--- src/rtl/anchor_controller.sv ---
// anchor_controller: raster-order scan sequencer for a 3x3 filter window.
// It fetches pixel columns into the window buffer, launches one filter pass
// per anchor and signals the end of the frame.
//
// state       | meaning
// ------------+-------------------------------------------------------------
// IDLE        | waiting for start; anchor outputs hold the last frame's values
// LOAD        | load_req high until load_ack; cols_left columns still missing
// MOVE        | window complete; anchor_moving pulses for this single cycle
// WAIT_FILTER | waiting for filter_done, then advance the anchor or finish
// DONE        | image_done pulses for one cycle, then back to IDLE
module anchor_controller #(
    parameter int IMG_W = 640,
    parameter int IMG_H = 480,
    parameter int X_W   = 10,
    parameter int Y_W   = 9
) (
    input  logic           clk,
    input  logic           n_rst,
    input  logic           start,
    input  logic           load_ack,
    input  logic           filter_done,
    output logic           load_req,
    output logic [X_W-1:0] load_col,
    output logic [Y_W-1:0] load_row,
    output logic           anchor_moving,
    output logic [X_W-1:0] anchor_x,
    output logic [Y_W-1:0] anchor_y,
    output logic           busy,
    output logic           image_done
);

    typedef enum logic [2:0] {
        IDLE,
        LOAD,
        MOVE,
        WAIT_FILTER,
        DONE
    } state_t;

    // Last anchor positions; the scan never steps past these, so no wrap.
    localparam logic [X_W-1:0] X_LAST = X_W'(IMG_W - 2);
    localparam logic [Y_W-1:0] Y_LAST = Y_W'(IMG_H - 2);

    state_t     state;
    logic [1:0] cols_left;   // down-counter of columns still to fetch

    // Sequencer: state, column down-counter and all registered outputs.
    always_ff @(posedge clk or negedge n_rst) begin
        if (!n_rst) begin
            state         <= IDLE;
            cols_left     <= 2'd0;
            load_req      <= 1'b0;
            load_col      <= '0;
            load_row      <= '0;
            anchor_moving <= 1'b0;
            anchor_x      <= X_W'(1);
            anchor_y      <= Y_W'(1);
            busy          <= 1'b0;
            image_done    <= 1'b0;
        end else begin
            case (state)
                IDLE: begin
                    if (start) begin
                        state     <= LOAD;
                        anchor_x  <= X_W'(1);
                        anchor_y  <= Y_W'(1);
                        load_col  <= '0;
                        load_row  <= '0;
                        cols_left <= 2'd3;
                        load_req  <= 1'b1;
                        busy      <= 1'b1;
                    end
                end
                LOAD: begin
                    if (load_ack) begin
                        cols_left <= cols_left - 2'd1;
                        load_col  <= load_col + X_W'(1);
                        // Last column in: drop the request, window is valid.
                        if (cols_left == 2'd1) begin
                            state         <= MOVE;
                            load_req      <= 1'b0;
                            anchor_moving <= 1'b1;
                        end
                    end
                end
                MOVE: begin
                    anchor_moving <= 1'b0;
                    state         <= WAIT_FILTER;
                end
                WAIT_FILTER: begin
                    if (filter_done) begin
                        if (anchor_x < X_LAST) begin
                            // Slide right: only the new rightmost column is needed.
                            anchor_x  <= anchor_x + X_W'(1);
                            load_col  <= anchor_x + X_W'(2);
                            cols_left <= 2'd1;
                            load_req  <= 1'b1;
                            state     <= LOAD;
                        end else if (anchor_y < Y_LAST) begin
                            // Next row: refill the whole window from column 0.
                            anchor_x  <= X_W'(1);
                            anchor_y  <= anchor_y + Y_W'(1);
                            load_col  <= '0;
                            load_row  <= anchor_y;
                            cols_left <= 2'd3;
                            load_req  <= 1'b1;
                            state     <= LOAD;
                        end else begin
                            image_done <= 1'b1;
                            state      <= DONE;
                        end
                    end
                end
                DONE: begin
                    image_done <= 1'b0;
                    busy       <= 1'b0;
                    state      <= IDLE;
                end
                default: begin
                    state         <= IDLE;
                    load_req      <= 1'b0;
                    anchor_moving <= 1'b0;
                    image_done    <= 1'b0;
                    busy          <= 1'b0;
                end
            endcase
        end
    end

endmodule

--- config.mk ---
export PLATFORM = sky130hd
export DESIGN_NAME = anchor_controller
export DESIGN_NICKNAME = d
export VERILOG_FILES = /design/src/rtl/anchor_controller.sv
export SDC_FILE = /design/constraint.sdc
export NUM_CORES = 1
export LEC_CHECK = 0
export BUFFER_PORTS_ARGS = -buffer_cell sky130_fd_sc_hd__buf_2
export CAP_MARGIN = 15
export CORE_ASPECT_RATIO = 0.5
export CORE_MARGIN = 2
export CORE_UTILIZATION = 25
export CTS_CLUSTER_DIAMETER = 150
export DETAILED_ROUTE_END_ITERATION = 10
export SKIP_LAST_GASP = 1
export SLEW_MARGIN = 5
export SYNTH_ARGS = -nofsm -noshare
export SYNTH_HDL_FRONTEND = slang
export SYNTH_SLANG_ARGS = --single-unit
--- constraint.sdc ---
create_clock -name clk -period 1.7 [get_ports clk]
set_input_delay 0.085 -clock clk [delete_from_list [all_inputs] [get_ports clk]]
set_output_delay 0.085 -clock clk [all_outputs]
set_load 0.1 [all_outputs]
==> impl_metrics.py <==
metrics = {
    "routing": {
        "vias_per_cell": 4.911,
        "drtAntennaViolNets": 0,
        "post_drt_wl_per_cell_um": 15.22,
        "drt_iter0_drc": 270,
        "vias": 2696,
        "drt_first_pass_iters": 4,
        "wl_um": 8357,
        "drcViolationCount": 0,
    },
    "setup_path": {
        "path_cells": "a41o_1 > a41o_1 > a21o_1 > or3_4 > o31ai_4",
        "cp.buffers_inverters": 0,
        "slowest_stage": "dfrtp_4",
        "crit_path_start_kind": "flip-flop",
        "cp_common_cell": "a41o_1",
        "worstPathRequired_ps": 1910,
        "crit_path_max_incr_delay_ps": 470,
        "cp_top_family": "compound AO/OA/AOI/OAI gates",
        "worstPathArrival_ps": 2120,
        "criticalPathCategory": "flip-flop to flip-flop",
        "crit_fanout": 5,
        "crit_cells": 5,
        "r2r_cells": 5,
        "crit_path_end_kind": "flip-flop",
    },
    "power_and_ir_drop": {
        "ir_drop_mv": 0.5090,
        "p_leak_nw": 1.844,
        "power_density_nw_per_um2": 1561,
    },
    "cts": {
        "clk-insertion-delay-late_ps": 290,
        "cts_root_buffer": "clkbuf_16",
        "path_clk_slew_ps": 70,
        "cts_sinks": 47,
        "cts_max_level": 2,
        "clockBufferDepth": 2,
        "cts_tree": "done",
        "cts_buffers": 5,
    },
    "synth": {
        "ys_ff_latch": 47,
        "yosysMostFrequentCell": "dfrtp_1",
        "synthTopCellsByCount": "45 x dfrtp_1, 31 x nand2_1, 18 x o21ai_0",
        "synth.distinct_cells": 53,
        "synth.avg_cell_area_um2": 9.321,
        "synth_cells": 289,
        "ys_async_sr_fraction_pct": 100.0,
        "yosysTopAreaCellShare_pct": 41.80,
        "ys_top_cells_by_area": "dfrtp_1 42%, nand2_1 4.3%, a22o_1 4.2%, o21ai_0 3.3%, nand3_1 3.2%",
        "yosysSeqAreaShare_pct": 43.75,
        "syn_nets": 299,
        "yosys_warnings": 0,
        "dominantRegCellSynth": "dfrtp_1",
        "synth_top_area_cell": "dfrtp_1",
        "synth_edf_count": 0,
        "syn_area_um2": 2694,
    },
    "placed_design": {
        "portBuffers": 46,
        "dp_cells": 533,
        "hpwlAfterDp_um": 6002,
        "place.gp.congestion": 0.8644,
        "dpl_cell_area_um2": 3651,
    },
    "grt": {
        "grt_max_degree": 31,
        "grt_pass1_vias": 2665,
        "globalRouteOverflowTotal": 0,
        "antenna_found_initial": 0,
        "grtUsageTotal_pct": 14.45,
        "grt_pass1_wl_um": 13490,
    },
    "worst_hold_path": {
        "hold_depth": 4,
        "hold_class": "input pin to flip-flop",
    },
    "cells_and_area": {
        "area_growth_pct": 52.21,
        "fin_nets": 418,
        "final_area_um2": 4100,
        "instances_no_fill": 549,
        "n_antenna_cell": 0,
        "drive_gt1_share_pct": 47.43,
    },
    "timing": {
        "worst_slew_pin_slew_ps": 731.4,
        "finalHoldViolCount": 0,
        "fmax_mhz": 522.5,
        "finClkSkew_ps": 7.459,
        "drv_slew": 0,
        "setup_ws_ps": -213.7,
        "period_share_pct": 112.6,
        "setup_viol": 36,
        "relSlewSlack_pct": 51.24,
        "period_needed_ps": 1914,
        "rsz0062_at_grt": "yes",
    },
    "run_status": {
        "violations": "setup timing",
        "status": "finished with violations",
    },
    "job": {
        "drv_cap": 0,
    },
    "floorplan": {
        "num_rows": 26,
        "core_area_um2": 10340,
        "die-area_um2": 11670,
        "die_h_um": 77.40,
        "initial_core_util_pct": 26.04,
        "ioPinCount": 47,
        "die_w_um": 150.8,
    },
}
-- final timing paths --
| path | start | to | slack [ps] |
|---|---|---|---|
| max | anchor_y[1]$_DFFE_PN0P_ | anchor_y[4]$_DFFE_PN0P_ | -210 |
| min | filter_done | state[1]$_DFFE_PN0P_ | 150 |
| max reg2reg | anchor_y[1]$_DFFE_PN0P_ | anchor_y[4]$_DFFE_PN0P_ | -210 |
| min reg2reg | load_row[1]$_DFFE_PN0P_ | load_row[1]$_DFFE_PN0P_ | 490 |
| max in group asynchronous | n_rst | anchor_y[1]$_DFFE_PN0P_ | 660 |
| min in group asynchronous | n_rst | load_col[2]$_DFFE_PN0P_ | 390 |
-- area by class of cell --
type | count | area [µm²]
clock buffer | 6 | 138.9
clock inverter | 2 | 35.03
fill | 1050 | 6245
inverter | 13 | 51.30
multi-input combinational | 216 | 1595
sequential | 47 | 1237
tap | 140 | 175.2
timing repair buffer | 125 | 867.1
-- tightest hold or removal path, delay by kind of cell --
family | cells | cell delay [ps]
and+or+nand+nor | 2 | 140
AOI/OAI and AO/OA | 1 | 60
buffers and inverters | 1 | 120
-- cells by family after synthesis --
| group | Yosys count | share of synthesized area [%] |
|---|---|---|
| buf+inv | 27 | 4.644 |
| mux | 9 | 3.391 |
| compound gates | 88 | 23.50 |
| fa+ha+maj | 5 | 2.322 |
| simple gates | 105 | 19.79 |
| xor+xnor | 8 | 2.601 |
| flops | 47 | 43.75 |
-- cell usage in the layout (no fill, tap or decap), types with 7 or more instances in the layout --
| cell type | netlist | routed |
|---|---|---|
| buf_4 | 3 | 67 |
| buf_2 | 4 | 46 |
| nand2_1 | 31 | 28 |
| dfrtp_1 | 45 | 20 |
| nand3_1 | 17 | 16 |
| nor2_1 | 16 | 16 |
| dfrtp_2 | 0 | 14 |
| a22o_1 | 13 | 13 |
| inv_1 | 12 | 11 |
| dfrtp_4 | 0 | 11 |
| buf_6 | 1 | 11 |
| o21ai_1 | 2 | 9 |
| mux2i_1 | 8 | 8 |
| o22ai_1 | 9 | 7 |
| o21ai_0 | 18 | 7 |
| or3_1 | 8 | 7 |
-- power breakdown --
part / total [mW] / internal [mW] / leakage (nW) / switching [mW]
Clock: 1.18 / 0.733 / 0.0868 / 0.449
Combinational: 3.74 / 1.40 / 1.18 / 2.34
Sequential: 1.48 / 1.33 / 0.580 / 0.152
-- registers in the layout, indices dropped and copies added (netlist names) --
signal         cells
load_col          10
anchor_x          10
cols_left          2
anchor_y           9
load_row           9
anchor_moving      1
load_req           1
busy               1
image_done         1
state              3
-- metrics by stage --
stage | setup WS, ps | utilization (%) | hold WS [ps] | total power, mW | setup TNS [ps]
final | -213.7 | 39.63 | 153.0 | 6.398 | -4376
after floorplan | -394.0 | - | -210.6 | 3.709 | -10380
after detailed placement | -300.9 | 35.29 | 187.6 | 4.844 | -5685
after global routing | -272.4 | 39.63 | 188.0 | 6.749 | -6846
after global placement | -267.3 | 35.29 | 176.8 | 4.830 | -4918
after CTS | -218.4 | 38.57 | 143.6 | 6.230 | -4116
-- repair_timing --
action,4_1_cts,5_1_grt
cloned,1,0
setup endpoints to repair,40,42
hold buffers,1,0
hold endpoints to repair,26,0
pin swaps,24,17
resized for setup,32,26
buffers inserted,6,1
-- per-layer routing --
metal	global-route usage [%]	wire length (µm)	part of all wire (%)	vias up
li1	-	-	-	1319
met1	19.80	4043	48	1310
met2	23.55	3855	46	60
met3	2.882	377	4.5	7
met4	3.458	80	0.96	0
met5	0	0	0	-
No activity file was read; power rests on OpenSTA's default activity.
